## src/rtl/fgh_add_arbiter.sv

```systemverilog
// Three requesters share one 4-bit adder through a round-robin arbiter; requester i accumulates into f/g/h.
// Define ADD_SAT_EN to saturate the sum at 4'hF instead of wrapping modulo 16.
module fgh_add_arbiter (
    input  logic        clk,
    input  logic        reset,
    input  logic        clr,
    input  logic [2:0]  req_valid,
    input  logic [11:0] req_data,
    output logic [2:0]  req_ready,
    output logic [2:0]  done,
    output logic [3:0]  f,
    output logic [3:0]  g,
    output logic [3:0]  h,
    output logic        busy
);

    logic [1:0] ptr_q, ptr_d;
    logic       ex_vld_q, ex_vld_d;
    logic [1:0] ex_idx_q, ex_idx_d;
    logic [3:0] ex_data_q, ex_data_d;
    logic [3:0] f_q, f_d, g_q, g_d, h_q, h_d;
    logic [2:0] done_q, done_d;

    logic       gnt_vld;
    logic [1:0] gnt_idx;
    logic [1:0] cand;
    logic [3:0] gnt_data;
    logic       accept;
    logic [3:0] acc;
    logic [3:0] add_res;

    // Scan from lowest to highest priority so the last hit (offset 0 = ptr) wins.
    always_comb begin
        gnt_vld = 1'b0;
        gnt_idx = 2'd0;
        cand    = 2'd0;
        for (int k = 2; k >= 0; k--) begin
            cand = 2'((int'(ptr_q) + k) % 3);
            if (req_valid[cand]) begin
                gnt_vld = 1'b1;
                gnt_idx = cand;
            end
        end
    end

    assign accept    = gnt_vld & ~clr;
    assign req_ready = (reset && accept) ? 3'(3'b001 << gnt_idx) : 3'b000;
    assign gnt_data  = req_data[{gnt_idx, 2'b00} +: 4];

    always_comb begin
        case (ex_idx_q)
            2'd0:    acc = f_q;
            2'd1:    acc = g_q;
            default: acc = h_q;
        endcase
    end

`ifdef ADD_SAT_EN
    logic [4:0] sum;
    assign sum     = {1'b0, acc} + {1'b0, ex_data_q};
    assign add_res = sum[4] ? 4'hF : sum[3:0];
`else
    assign add_res = acc + ex_data_q;
`endif

    always_comb begin
        f_d       = f_q;
        g_d       = g_q;
        h_d       = h_q;
        ptr_d     = ptr_q;
        ex_vld_d  = 1'b0;
        ex_idx_d  = ex_idx_q;
        ex_data_d = ex_data_q;
        done_d    = 3'b000;
        if (clr) begin
            // In-flight op is dropped silently; the pointer is deliberately kept.
            f_d = 4'h0;
            g_d = 4'h0;
            h_d = 4'h0;
        end else begin
            if (ex_vld_q) begin
                case (ex_idx_q)
                    2'd0: begin f_d = add_res; done_d = 3'b001; end
                    2'd1: begin g_d = add_res; done_d = 3'b010; end
                    2'd2: begin h_d = add_res; done_d = 3'b100; end
                    default: ;
                endcase
            end
            if (accept) begin
                ex_vld_d  = 1'b1;
                ex_idx_d  = gnt_idx;
                ex_data_d = gnt_data;
                ptr_d     = (gnt_idx == 2'd2) ? 2'd0 : gnt_idx + 2'd1;
            end
        end
    end

    always_ff @(posedge clk or negedge reset) begin
        if (!reset) begin
            ptr_q     <= 2'd0;
            ex_vld_q  <= 1'b0;
            ex_idx_q  <= 2'd0;
            ex_data_q <= 4'h0;
            f_q       <= 4'h0;
            g_q       <= 4'h0;
            h_q       <= 4'h0;
            done_q    <= 3'b000;
        end else begin
            ptr_q     <= ptr_d;
            ex_vld_q  <= ex_vld_d;
            ex_idx_q  <= ex_idx_d;
            ex_data_q <= ex_data_d;
            f_q       <= f_d;
            g_q       <= g_d;
            h_q       <= h_d;
            done_q    <= done_d;
        end
    end

    assign done = done_q;
    assign f    = f_q;
    assign g    = g_q;
    assign h    = h_q;
    assign busy = ex_vld_q;

endmodule

```

## config.mk

```make
export PLATFORM = sky130hd
export DESIGN_NAME = fgh_add_arbiter
export DESIGN_NICKNAME = d
export VERILOG_FILES = /design/src/rtl/fgh_add_arbiter.sv
export SDC_FILE = /design/constraint.sdc
export NUM_CORES = 1
export LEC_CHECK = 0
export CORE_MARGIN = 1.5
export CORE_UTILIZATION = 40
export DETAILED_ROUTE_END_ITERATION = 16
export PLACE_DENSITY = 0.72
export SLEW_MARGIN = 30
export SYNTH_ARGS = -nofsm -noshare
export SYNTH_HDL_FRONTEND = slang
export SYNTH_SLANG_ARGS = --single-unit
```

## constraint.sdc

```tcl
create_clock -name clk -period 1.93 [get_ports clk]
set_input_delay 0.2895 -clock clk [delete_from_list [all_inputs] [get_ports clk]]
set_output_delay 0.2895 -clock clk [all_outputs]
set_load 0.1 [all_outputs]
```

==> summary.md <==
| Metric | Value |
|---|---|
| Run status | `finished with violations` |
| Violations in the final reports | `negative setup slack` |
| Initial core utilization | `42.8%` |
| Post-Place Cell Area | `2100 sq um` |
| Max rail drop VDD | `0.000621 V` |
| Max-slew headroom | `75.7%` |
| Pins Over Slew Limit | `0` |
| Die Span X | `63.7 um` |
| Largest net degree at the start of global routing | `16` |
| Register-to-register setup slack | `-310 ps` |
| Net count after synthesis | `175` |
| Total via count in the routed design | `1404` |
| Global placement routability congestion | `0.810` |
| Final-layout fill cell count | `260` |
| Crit path time final | `2310 ps` |
| Cell taking the most area after synthesis | `sky130_fd_sc_hd__dfrtp_1` |
| Most area-consuming cells after synthesis | `sky130_fd_sc_hd__dfrtp_1 41%, sky130_fd_sc_hd__ha_1 4.2%, sky130_fd_sc_hd__mux2i_1 4.1%` |
| Ranking of synthesized cells by instance count | `24 x sky130_fd_sc_hd__dfrtp_1, 13 x sky130_fd_sc_hd__nand2_1, 12 x sky130_fd_sc_hd__nor2_1` |
| Share of flip-flops with an asynchronous set or reset after synthesis | `100%` |
| Iteration count of the initial detailed-routing pass | `4` |
| Final Worst Setup Slack | `-383 ps` |
| Antenna diode count | `0` |
| Power density over cell area | `1650 nW/um^2` |
| Reg2reg end | `ptr_q[0]` |
| Core box area | `3440 sq um` |
| Final std cell area, no fill | `2270 sq um` |
| Count of nets left with antenna violations after detail routing | `0` |
| Clock Latency Late Sink | `260 ps` |
| Number of clock sinks | `24` |
| Die Ht | `63.7 um` |
| Critical-path maximum fanout | `7` |
| 1st-iter DRT viols | `55` |
| Total wire length | `4090 um` |
| CP Data Required Time | `1640 ps` |
| Max Fclk | `432 MHz` |
| DP Wirelength | `3150 um` |
| Final setup violating endpoints | `11` |
| Share of final-layout standard cells stronger than drive strength 1 | `43.5%` |
| Total gr overflow | `0` |
| YS warnings | `0` |
| Arrival time of data at the critical path endpoint | `2020 ps` |
| Setup TNS | `-3410 ps` |
| DRC Markers | `0` |
| Synthesized area divided by synthesized cell count | `9.76 sq um` |
| Multi-input combinational cell area | `901 sq um` |
| Number of synthesized flops with an enable pin | `0` |
| Final cell count without fillers | `262` |
| Number of buffers created by CTS | `3` |
| Worst clock skew | `2.96 ps` |
| DIE AREA | `4060 sq um` |
| Average detailed-routed wire length per instance | `15.6 um` |
| Critical path startpoint category | `flop` |
| Clock-pin slew reported for the worst setup and hold paths after clock tree synthesis | `80 ps` |
| Number of placed instances, taps included | `251` |
| Period Utilization, post-route | `120%` |
| Post-synth top area share | `40.7%` |
| Leakage power of the design | `1.00 nW` |
| Sequential share of the synthesized area | `40.7%` |
| First-pass GRT wire length | `6760 um` |
| Top_reg_cell synth | `sky130_fd_sc_hd__dfrtp_1` |
| Crit path kind | `flop to output port` |
| TritonCTS clock tree | `yes` |
| Via-per-instance ratio | `5.36` |
| Most repeated cell in the gate-level netlist after synthesis | `sky130_fd_sc_hd__dfrtp_1` |
| IO Pins | `37` |
| RSZ-0062 raised after global routing | `yes` |
| Initial antenna violation count | `0` |
| Maximum count of clock buffers along a single path | `2` |
| Max-cap violations | `0` |
| Number of nets in the layout | `241` |
| Min-Delay Path Class | `input pin to async pin` |
| Endpoint type of the worst setup path | `output port` |
| Mapped Cells | `151` |
| Placement row count | `21` |
| Via count of the first global-routing pass | `1466` |
| Gr usage total | `21.6%` |
| H-tree level count | `1` |
| Netlist area before placement | `1470 sq um` |
| Length in cells of the worst reg-to-reg path | `10` |
| Area growth syn-to-layout | `54.0%` |
| Post-synthesis register bit count | `24` |
| Worst reg2reg startpoint | `ptr_q[0]` |
| Count of port buffers added during placement | `36` |
| Total of hold buffers inserted after clock tree synthesis | `0` |
| Netlist cell types | `40` |
| Slew of the pin with the lowest slew margin | `363 ps` |
| Root buffer selected by CTS | `sky130_fd_sc_hd__clkbuf_8` |
| Final Hold Viols | `0` |
| Seq. cell area | `627 sq um` |
| Setup slack at placement | `-283 ps` |
-- per-layer routing --
layer	GRT usage (%)	share of wire, %
met5	0	0
met4	10.1	2.5
met3	3.75	3.9
met2	36.3	50
met1	26.7	43
-- state kept, by name, indices dropped and copies added (netlist names) --
| register | cells |
|---|---|
| busy | 1 |
| done | 3 |
| ex_data_q | 4 |
| ex_idx_q | 2 |
| f | 4 |
| g | 4 |
| h | 4 |
| ptr_q | 2 |
-- cells in the final DEF (no fill, tap or decap), drive strengths merged, types with 3 or more instances in the layout --
master	n
nand2	13
a41oi	4
and2	3
mux2	4
o21ai	11
nand3	6
dfrtp	24
nor2	12
inv	9
a211oi	3
a21o	6
a21oi	9
ha	5
clkdlybuf4s50	17
nor3b	3
buf	51
and3	4
clkbuf	4
mux2i	6
-- logic make-up (layout without fill, tap and decap cells) --
group | count (synthesis) | in the layout | share of synthesized area [%]
AO/OA/AOI/OAI | 45 | 45 | 23.6
flip-flops | 24 | 24 | 40.7
AND/OR/NAND/NOR | 49 | 49 | 17.5
multiplexers | 10 | 10 | 7.13
adder cells (fa/ha/maj) | 6 | 6 | 5.60
buffers and inverters | 16 | 81 | 4.84
XOR/XNOR | 1 | 1 | 0.594
-- how the worst max path moves through the flow --
stage | start | to | slack (ps) | cells past startpoint
floorplan | ptr_q[1] | req_ready[0] | -250 | 8
global placement | req_valid[2] | req_ready[2] | -210 | 6
detailed placement | req_valid[0] | req_ready[2] | -280 | 6
CTS | ptr_q[1] | req_ready[0] | -370 | 6
global route | ptr_q[0] | req_ready[0] | -470 | 7
finish | ptr_q[0] | req_ready[2] | -380 | 7
-- worst max-delay path: stages (launching register included) --
cell                       delay, ps
sky130_fd_sc_hd__dfrtp_1         430
sky130_fd_sc_hd__inv_2            80
sky130_fd_sc_hd__ha_4            220
sky130_fd_sc_hd__and2_4          180
sky130_fd_sc_hd__a221oi_4        270
sky130_fd_sc_hd__and2_4          200
sky130_fd_sc_hd__and3_4          200
sky130_fd_sc_hd__buf_12          170
-- power breakdown --
group | internal (mW) | switching [mW]
sequential | 0.683 | 0.171
clock | 0.147 | 0.150
combinational | 1.06 | 1.53
-- repair_timing --
| action | 4_1_cts | 5_1_grt |
|---|---|---|
| resized for setup | 18 | 5 |
| endpoints found under the setup margin | 13 | 18 |
| setup buffers | 7 | 0 |
| pin swaps | 9 | 3 |
-- through the flow --
step	total power [mW]	hold WS, ps	utilization, %
finish	3.74	509	65.9
global route	3.98	547	65.9
CTS	3.71	495	65.4
detailed placement	3.21	558	60.9
global placement	3.14	530	60.9
floorplan	2.51	-6.09	-
-- layout make-up --
class,count,area share (%)
Tap cell,46,2.54
Clock buffer,4,1.98
Inverter,9,1.49
Multi-Input combinational cell,111,39.7
Sequential cell,24,27.6
Timing Repair Buffer,68,26.7
Note: power is estimated with default switching activity, not from simulation.
